`src/rtl/key_evt_pkg.sv`:
```
// Shared event encodings and sizing helper for the key event scheduler.
package key_evt_pkg;

  localparam int unsigned EVT_W = 2;

  typedef enum logic [EVT_W-1:0] {
    EVT_PRESS   = 2'b00,
    EVT_RELEASE = 2'b01,
    EVT_LONG    = 2'b10,
    EVT_REPEAT  = 2'b11
  } evt_type_e;

  // Index width for n items, never narrower than one bit.
  function automatic int unsigned idx_width(input int unsigned n);
    return (n > 1) ? $clog2(n) : 1;
  endfunction

endpackage

```
`src/rtl/key_evt_fifo.sv`:
```
// First-word-fall-through event queue with occupancy count.
// The head output holds the last popped entry while the queue is empty.
module key_evt_fifo
  import key_evt_pkg::*;
#(
  parameter int unsigned DEPTH = 4,
  parameter int unsigned WIDTH = 5,
  localparam int unsigned AW = $clog2(DEPTH),
  localparam int unsigned CW = AW + 1
) (
  input  logic             clk,
  input  logic             rst,
  input  logic             push,
  input  logic [WIDTH-1:0] din,
  output logic             full,
  input  logic             pop,
  output logic             valid,
  output logic [WIDTH-1:0] dout,
  output logic [CW-1:0]    count
);

  logic [WIDTH-1:0] mem [DEPTH];
  logic [AW-1:0]    wptr, rptr;
  logic [CW-1:0]    cnt;
  logic [WIDTH-1:0] last;
  logic             do_push, do_pop;

  assign valid   = (cnt != '0);
  assign full    = (cnt == CW'(DEPTH));
  assign do_push = push & ~full;
  assign do_pop  = pop & valid;
  assign count   = cnt;
  assign dout    = valid ? mem[rptr] : last;

  // Storage write; contents need no reset since validity comes from cnt.
  always_ff @(posedge clk) begin
    if (do_push) mem[wptr] <= din;
  end

  // Pointers, occupancy and the held head value.
  always_ff @(posedge clk) begin
    if (rst) begin
      wptr <= '0;
      rptr <= '0;
      cnt  <= '0;
      last <= '0;
    end else begin
      if (do_push) wptr <= wptr + 1'b1;
      if (do_pop) begin
        rptr <= rptr + 1'b1;
        last <= mem[rptr];
      end
      case ({do_push, do_pop})
        2'b10:   cnt <= cnt + 1'b1;
        2'b01:   cnt <= cnt - 1'b1;
        default: cnt <= cnt;
      endcase
    end
  end

endmodule

```
`src/rtl/key_evt_sched.sv`:
```
// Per-key PRESS/RELEASE/LONG/REPEAT event generation, pending flags,
// fixed-priority (lowest index first) arbitration into an event queue.
module key_evt_sched
  import key_evt_pkg::*;
#(
  parameter int unsigned NKEY     = 6,
  parameter int unsigned LONG_CNT = 1000,
  parameter int unsigned REP_CNT  = 200,
  parameter int unsigned DEPTH    = 4,
  localparam int unsigned KW   = idx_width(NKEY),
  localparam int unsigned CNTW = $clog2(DEPTH) + 1
) (
  input  logic             clk,
  input  logic             rst,
  input  logic [NKEY-1:0]  key_lvl,
  output logic             evt_valid,
  input  logic             evt_ready,
  output logic [KW-1:0]    evt_key,
  output logic [1:0]       evt_type,
  output logic [CNTW-1:0]  evt_cnt,
  output logic             ovf,
  input  logic             ovf_clr
);

  localparam int unsigned MAXC = (LONG_CNT > REP_CNT) ? LONG_CNT : REP_CNT;
  localparam int unsigned HW   = $clog2(MAXC + 1);

  logic [NKEY-1:0]  key_prev, long_st, long_nxt, pend, new_evt, lost, gnt_oh, grant;
  logic [EVT_W-1:0] ptype    [NKEY];
  logic [EVT_W-1:0] new_type [NKEY];
  logic [HW-1:0]    hold_cnt [NKEY];
  logic [HW-1:0]    cnt_nxt  [NKEY];
  logic [HW-1:0]    inc;
  logic             gnt_any, push, full;
  logic [KW-1:0]    gnt_idx;
  logic [EVT_W-1:0] gnt_type;
  logic [KW+EVT_W-1:0] head;

  // Edge detection and hold timing. LONG fires when the incremented count
  // reaches LONG_CNT-1 (LONG_CNT-1 cycles after PRESS); after that the count
  // restarts from 0 and REPEAT fires on reaching REP_CNT, so repeats are
  // spaced exactly REP_CNT cycles apart.
  always_comb begin
    new_evt  = '0;
    long_nxt = long_st;
    inc      = '0;
    for (int unsigned i = 0; i < NKEY; i++) begin
      new_type[i] = EVT_PRESS;
      cnt_nxt[i]  = hold_cnt[i];
      if (key_prev[i] && !key_lvl[i]) begin
        new_evt[i]  = 1'b1;
        new_type[i] = EVT_PRESS;
        cnt_nxt[i]  = '0;
        long_nxt[i] = 1'b0;
      end else if (!key_prev[i] && key_lvl[i]) begin
        new_evt[i]  = 1'b1;
        new_type[i] = EVT_RELEASE;
        cnt_nxt[i]  = '0;
        long_nxt[i] = 1'b0;
      end else if (!key_lvl[i]) begin
        inc = hold_cnt[i] + 1'b1;
        if (!long_st[i] && inc == HW'(LONG_CNT - 1)) begin
          new_evt[i]  = 1'b1;
          new_type[i] = EVT_LONG;
          cnt_nxt[i]  = '0;
          long_nxt[i] = 1'b1;
        end else if (long_st[i] && inc == HW'(REP_CNT)) begin
          new_evt[i]  = 1'b1;
          new_type[i] = EVT_REPEAT;
          cnt_nxt[i]  = '0;
        end else begin
          cnt_nxt[i] = inc;
        end
      end else begin
        cnt_nxt[i]  = '0;
        long_nxt[i] = 1'b0;
      end
    end
  end

  // Fixed-priority arbiter: lowest pending index wins when the queue has room.
  always_comb begin
    gnt_any  = 1'b0;
    gnt_idx  = '0;
    gnt_type = '0;
    gnt_oh   = '0;
    for (int unsigned i = 0; i < NKEY; i++) begin
      if (pend[i] && !gnt_any) begin
        gnt_any   = 1'b1;
        gnt_idx   = KW'(i);
        gnt_type  = ptype[i];
        gnt_oh[i] = 1'b1;
      end
    end
    push  = gnt_any & ~full;
    grant = push ? gnt_oh : '0;
    // A granted event leaves with this push, so a same-cycle new event is not a loss.
    lost  = new_evt & pend & ~grant;
  end

  // Per-key state, pending flags and sticky overflow.
  always_ff @(posedge clk) begin
    if (rst) begin
      key_prev <= '1;
      long_st  <= '0;
      pend     <= '0;
      ovf      <= 1'b0;
      for (int unsigned i = 0; i < NKEY; i++) begin
        hold_cnt[i] <= '0;
        ptype[i]    <= EVT_PRESS;
      end
    end else begin
      key_prev <= key_lvl;
      long_st  <= long_nxt;
      for (int unsigned i = 0; i < NKEY; i++) begin
        hold_cnt[i] <= cnt_nxt[i];
        if (new_evt[i]) begin
          pend[i]  <= 1'b1;
          ptype[i] <= new_type[i];
        end else if (grant[i]) begin
          pend[i] <= 1'b0;
        end
      end
      if (|lost)        ovf <= 1'b1;
      else if (ovf_clr) ovf <= 1'b0;
    end
  end

  key_evt_fifo #(
    .DEPTH (DEPTH),
    .WIDTH (KW + EVT_W)
  ) u_fifo (
    .clk   (clk),
    .rst   (rst),
    .push  (push),
    .din   ({gnt_idx, gnt_type}),
    .full  (full),
    .pop   (evt_ready),
    .valid (evt_valid),
    .dout  (head),
    .count (evt_cnt)
  );

  assign evt_key  = head[KW+EVT_W-1:EVT_W];
  assign evt_type = head[EVT_W-1:0];

endmodule

```
`config.mk`:
```
export PLATFORM = sky130hd
export DESIGN_NAME = key_evt_sched
export DESIGN_NICKNAME = d
export VERILOG_FILES = /design/src/rtl/key_evt_pkg.sv /design/src/rtl/key_evt_fifo.sv /design/src/rtl/key_evt_sched.sv
export SDC_FILE = /design/constraint.sdc
export NUM_CORES = 1
export LEC_CHECK = 0
export CORE_UTILIZATION = 40
export DETAILED_ROUTE_END_ITERATION = 8
export PLACE_DENSITY = 0.56
export SETUP_SLACK_MARGIN = 0.4
export SLEW_MARGIN = 20
export SYNTH_ARGS = -nofsm -noshare
export SYNTH_HDL_FRONTEND = slang
export SYNTH_HIERARCHICAL = 1
export SYNTH_SLANG_ARGS = --single-unit
```
`constraint.sdc`:
```
create_clock -name clk -period 2.8 [get_ports clk]
set_clock_uncertainty 0.05 [all_clocks]
set_input_delay 0.28 -clock clk [delete_from_list [all_inputs] [get_ports clk]]
set_output_delay 0.28 -clock clk [all_outputs]
set_load 0.05 [all_outputs]
```
==> results.txt, run 1 <==
Synth Flop Type: dfxtp_1
run status: completed
vias in the first global route: 4876
sw frac: 29.6%
Post-Syn Area: 6460 µm²
Yosys reg bits: 125
worst vdd ir: 0.520 mV
final setup fails: 0
M1 GR Usage: 20.9%
PortBufs: 19
Final ANT Viol Nets: 0
GR peak layer: met2
Final HPWL DP: 9280 µm
asr flop ratio synth: 0%
Hold/Removal Path Class: reg -> reg
Tot GR Track Use: 17.2%
Ports: 20
Post-synth EDFFs: 32
crit path kind: reg -> reg
net count after synthesis: 734
DR iter-0 viols: 203
Gate power share: 24.7%
DRC viols: 0
Fillers: 1448
deepest level of the CTS H-tree: 4
fmax: 420 MHz
Max clock buf depth: 2
Initial Util: 40.8%
crit path max fanout: 6
TritonRoute pass-1 iters: 4
routability cong.: 0.805
total die area: 16700 µm²
RSZ-0062 raised after global routing: yes
layout overhead on the synthesized area: 23.9%
Final Hold Vio Count: 0
part of the power in registers: 38.3%
Overflow after GRT: 0
worst hold margin: 0.403 ns
Slew headroom: 60.6%
antenna cells: 0
fin util: 50.6%
aggregate negative setup slack: 0 ns
clock sink count: 125
maximum number of pins on one net before global-route repair: 17
Tcrit/Tclk final: 85.0%
clock slew at reported path FFs: 0.05 ns
Multi-input gate area: 3700 µm²
drt total wl: 13300 µm
core area: 15800 µm²
DIE HEIGHT: 129 µm
Lkg Pwr: 0.00294 µW
CTS tree: yes
Max Cap Viol: 0
cell-internal power: 4080 µW
required time of the critical path: 2.87 ns
Worst Tran Pin Value: 0.589 ns
CTS Buf Count: 17
Reg area: 2900 µm²
P per Cell Area: 724 nW/µm²
Max Slew Vio Count: 0
initial antenna violation count: 0
NumNets Final: 780
Worst Setup Start Kind: register
clock power share: 37.0%
Net Sw Power: 1720 µW
layout cell share with drive strength beyond 1: 23.0%
row cnt: 46
critical path capture point type: register
M3 GR Usage: 4.67%
met2 usage: 29.1%
die span in x: 129 µm
Worst-Skew Late Latency: 0.42 ns
Worst Path Arrival: 2.46 ns
register area share after synthesis: 43.7%
cells after synthesis: 696
Syn Area/Cell: 9.29 µm²
Synth warnings: 6
DR vias/cell: 5.19
Netlist cell types: 81
routed len/inst: 13.7 µm
total number of vias: 5038
Period minus WS final: 2.38 ns
first-pass GRT wire length: 22500 µm
clock root buffer: clkbuf_16
-- worst max-delay path: stages, from the launching register on --
cell and delay [ns]:
dfxtp_4 0.37, ha_4 0.18, nand3_2 0.08, or3_4 0.43, a2111oi_4 0.31, mux2i_1 0.15, or2_1 0.25, o21a_1 0.21
nand2_2 0.07
-- stage by stage --
step           std cells  power, µW  setup WS (ns)  area [µm²]
2_1_floorplan        696       3260          0.229        6520
3_3_place_gp         919       3580          0.218        6950
3_5_place_dp         919       3620          0.162        6950
4_1_cts              962       5850          0.325        7750
5_1_grt              971       6090          0.323        8010
6_report             971       5800          0.419        8010
-- final timing paths --
path                            depth (start not counted)      startpoint              to  slack (ns)
worst max-delay path                                    8  hold_cnt[4][1]     ptype[4][0]        0.42
worst min register to register                          1  hold_cnt[2][0]  hold_cnt[2][0]        0.40
worst min-delay path                                    1  hold_cnt[2][0]  hold_cnt[2][0]        0.40
worst max register to register                          8  hold_cnt[4][1]     ptype[4][0]        0.42
-- sequential cells by signal, indices dropped and copies added (netlist names), named ones only --
signal and flops:
pend 6, u_fifo/count 3, hold_cnt 60, u_fifo/last 5, ptype 12, u_fifo/wptr 2, u_fifo/rptr 2, long_st 6
key_prev 6, u_fifo/mem 20, ovf 1
-- synthesized netlist by cell type, drive strengths merged, types with 5 or more instances --
library cell  number  area, µm²
xnor2             17        149
or3               10       67.6
mux2               6       67.6
edfxtp            32        961
nand2             38        143
o31ai              5       51.3
a31oi              9       56.3
mux4               5        113
mux2i              6       60.1
a21oi             24        128
dfxtp             93       1860
clkbuf            15       57.6
ha                27        338
and2               9       58.8
nand4b             5       43.8
nand4             13       96.3
buf                7       35.0
nor2b              9       56.3
nand3             37        213
nand2b             8       50.1
o21a               7       52.6
o21ai             16       87.6
xor2              36        315
and3              13       81.3
nor3              18       95.1
inv               34        128
nor2             123        462
nand3b             5       37.5
-- routing by layer --
metal	vias up	routed length, µm
met5	-	0
met4	0	216
met3	18	359
met2	71	6470
met1	2383	6250
li1	2566	-
-- area by class of cell --
cell class / instances / share of cell area [%]
Clock buffer: 24 / 6.26
Clock inverter: 8 / 1.08
Inverter: 35 / 1.80
Multi-Input combinational cell: 515 / 46.2
Sequential cell: 125 / 36.2
Tap cell: 216 / 3.37
Timing Repair Buffer: 48 / 5.09
-- logic make-up after synthesis --
| family | Yosys count | share of synthesized area [%] |
|---|---|---|
| mux | 17 | 3.72 |
| buf+inv | 57 | 3.48 |
| fa+ha+maj | 28 | 5.54 |
| xor+xnor | 53 | 7.18 |
| simple gates | 311 | 24.6 |
| compound gates | 105 | 11.8 |
| flops | 125 | 43.7 |
-- placed cells by master (no fill, tap or decap), types with 13 or more instances in the layout --
cell / Yosys / final
edfxtp_1: 32 / 32
clkbuf_16: 0 / 17
xnor2_1: 17 / 15
ha_1: 27 / 21
nor2_1: 123 / 122
xor2_1: 36 / 33
nand2_1: 38 / 35
nand3_1: 33 / 31
dfxtp_2: 0 / 21
inv_1: 34 / 32
buf_4: 0 / 29
a21oi_1: 22 / 19
nor3_1: 17 / 14
dfxtp_1: 93 / 59
dfxtp_4: 0 / 13
clkdlybuf4s50_1: 0 / 14
-- power by group through the flow --
stage                     Clock [µW]  Combinational [µW]  Sequential [µW]
after global placement             0                1320             2260
final                           2150                1430             2220
after CTS                       2210                1400             2230
after global routing            2300                1540             2250
after floorplan                    0                 968             2290
after detailed placement           0                1340             2280
-- timing repair --
item,CTS,global route
hold buffers,0,0
pin swaps,7,22
setup endpoints to repair,49,59
setup buffers,11,8
cloned,0,1
resized for setup,55,52
Power figures use the tool's default switching activity.
==> run 2, diff against run 1 <==
MAX_ROUTING_LAYER = met4   (was not set)
==> results.txt, run 2 (synthesis results as in run 1) <==
run status: completed
Worst path depth: 8 (unchanged)
deepest level of the CTS H-tree: 4 (unchanged)
Fillers: 1448 (unchanged)
Setup crit start: hold_cnt[4][1]
P per Cell Area: 725 nW/µm² (about the same)
Worst Path Arrival: 2.46 ns (about the same)
routed len/inst: 13.7 µm (+0.22%)
FF-to-FF path depth: 8 (unchanged)
layout cell share with drive strength beyond 1: 23.0% (unchanged)
antenna cells: 0 (unchanged)
CP cell instances: ha_4 -> nand3_2 -> or3_4 -> a2111oi_4 -> mux2i_1 -> or2_1 -> o21a_1 -> nand2_2
RSZ-0062 raised after global routing: yes
clock sink count: 125 (unchanged)
drt total wl: 13300 µm (+0.22%)
CTS Buf Count: 17 (unchanged)
Final Hold Vio Count: 0 (unchanged)
Overflow after GRT: 0 (unchanged)
clock slew at reported path FFs: 0.05 ns (about the same)
fmax: 419 MHz (-0.13%)
most frequent cells in the layout: nor2_1 (122), dfxtp_1 (59), nand2_1 (35)
required time of the critical path: 2.88 ns (about the same)
number of flip-flops in the largest register: 60 (unchanged)
CP max stage delay: 0.43 ns (about the same)
Tcrit/Tclk final: 85.2% (+0.11 points)
Slew headroom: 60.0% (-0.55 points)
Worst Setup Start Kind: register
initial antenna violation count: 0 (unchanged)
NumNets Final: 780 (unchanged)
Pwr Total: 5810 µW (about the same)
Final ANT Viol Nets: 0 (unchanged)
aggregate negative setup slack: 0 ns (unchanged)
critical path capture point type: register
total number of vias: 5044 (+0.12%)
Max Cap Viol: 0 (unchanged)
worst reg2reg setup slack: 0.42 ns (about the same)
DR vias/cell: 5.19 (+0.12%)
DR iter-0 viols: 194 (-4.4%)
DIE HEIGHT: 129 µm (unchanged)
DP Worst Slack: 0.162 ns (unchanged)
top flop regs: hold_cnt x60, u_fifo/mem x20, ptype x12
Worst-Skew Late Latency: 0.41 ns (about the same)
crit path kind: reg -> reg
TritonRoute pass-1 iters: 6 (+2)
Lkg Pwr: 0.00294 µW (unchanged)
Max Slew Vio Count: 0 (unchanged)
RR Endpoint: ptype[4][0]
commonest non-fill, non-tap cell in the layout: nor2_1
Final HPWL DP: 9280 µm (unchanged)
core area: 15800 µm² (unchanged)
vias in the first global route: 4874 (-0.041%)
Max clock buf depth: 2 (unchanged)
CP Buf/Inv Count: 0 (unchanged)
Initial Util: 40.8% (unchanged)
final setup fails: 0 (unchanged)
slowest cell on the critical path: or3_4
layout overhead on the synthesized area: 23.9% (unchanged)
Worst R2R Start: hold_cnt[4][1]
Tot GR Track Use: 17.7% (+0.51 points)
clock root buffer: clkbuf_16
Critical Path End: ptype[4][0]
total die area: 16700 µm² (unchanged)
first-pass GRT wire length: 22500 µm (unchanged)
row cnt: 46 (unchanged)
Worst Tran Pin Value: 0.597 ns (+0.00817 ns)
worst vdd ir: 0.522 mV (+0.29%)
CTS tree: yes
PortBufs: 19 (unchanged)
routability cong.: 0.817 (+1.5%)
die span in x: 129 µm (unchanged)
Biggest register: hold_cnt
crit path max fanout: 6 (unchanged)
maximum number of pins on one net before global-route repair: 17 (unchanged)
Ports: 20 (unchanged)
DRC viols: 0 (unchanged)
Worst path top cell family by delay: simple AND/OR/NAND/NOR gates
Period minus WS final: 2.38 ns (+0.00303 ns)
Final Worst Setup Slack: 0.416 ns (-0.00303 ns)
Hold/Removal Path Class: reg -> reg
==> run 2: worst min path at each step <==
| stage | start | end | slack [ns] | depth (start not counted) |
|---|---|---|---|---|
| after floorplan | rst | u_fifo/count[2] | 0.29 | 1 |
| after global placement | hold_cnt[5][0] | hold_cnt[5][0] | 0.40 | 1 |
| after detailed placement | hold_cnt[5][0] | hold_cnt[5][0] | 0.41 | 1 |
| after CTS | hold_cnt[1][0] | hold_cnt[1][0] | 0.42 | 1 |
| after global routing | hold_cnt[5][0] | hold_cnt[5][0] | 0.42 | 1 |
| final | hold_cnt[2][0] | hold_cnt[2][0] | 0.40 | 1 |
==> run 2: final cells by class <==
type / count / area [µm²] / share of cell area, %
clock buffer: 24 / 502 / 6.26
sequential: 125 / 2900 / 36.2
timing repair buffer: 48 / 408 / 5.09
inverter: 35 / 144 / 1.80
multi-input combinational: 515 / 3700 / 46.2
tap: 216 / 270 / 3.37
clock inverter: 8 / 86.3 / 1.08
==> run 2: report_power, final <==
part	internal, µW	switching (µW)	leakage [µW]
clock network	1410	739	0.000293
registers	2090	130	0.00110
logic	579	852	0.00155
total	4080	1720	0.00294
==> run 2: what timing repair did <==
action	in CTS	in global routing
endpoints found under the setup margin	49	59
cloned	0	1
resized for setup	55	52
hold buffers	0	0
buffers inserted	11	8
pin swaps	7	22
==> run 2: through the flow <==
| step | cells | hold WS (ns) | instance area [µm²] | util, % |
|---|---|---|---|---|
| after floorplan | 696 | 0.289 | 6520 | - |
| after global placement | 919 | 0.403 | 6950 | 43.9 |
| after detailed placement | 919 | 0.409 | 6950 | 43.9 |
| after CTS | 962 | 0.420 | 7750 | 49.0 |
| after global routing | 971 | 0.422 | 8010 | 50.6 |
| final | 971 | 0.404 | 8010 | 50.6 |
==> run 2: routing by layer <==
layer	wire length, µm	vias to the layer above	track usage, %
met5	0	-	-
met4	257	0	7.40
met3	350	20	4.05
met2	6480	71	29.1
met1	6240	2391	20.9
li1	-	2562	-
==> run 3, diff against run 2 <==
SLEW_MARGIN = 10   (was 20)
==> results of run 3 <==
No change in the layout: final DEF, timing and power equal those of run 2.
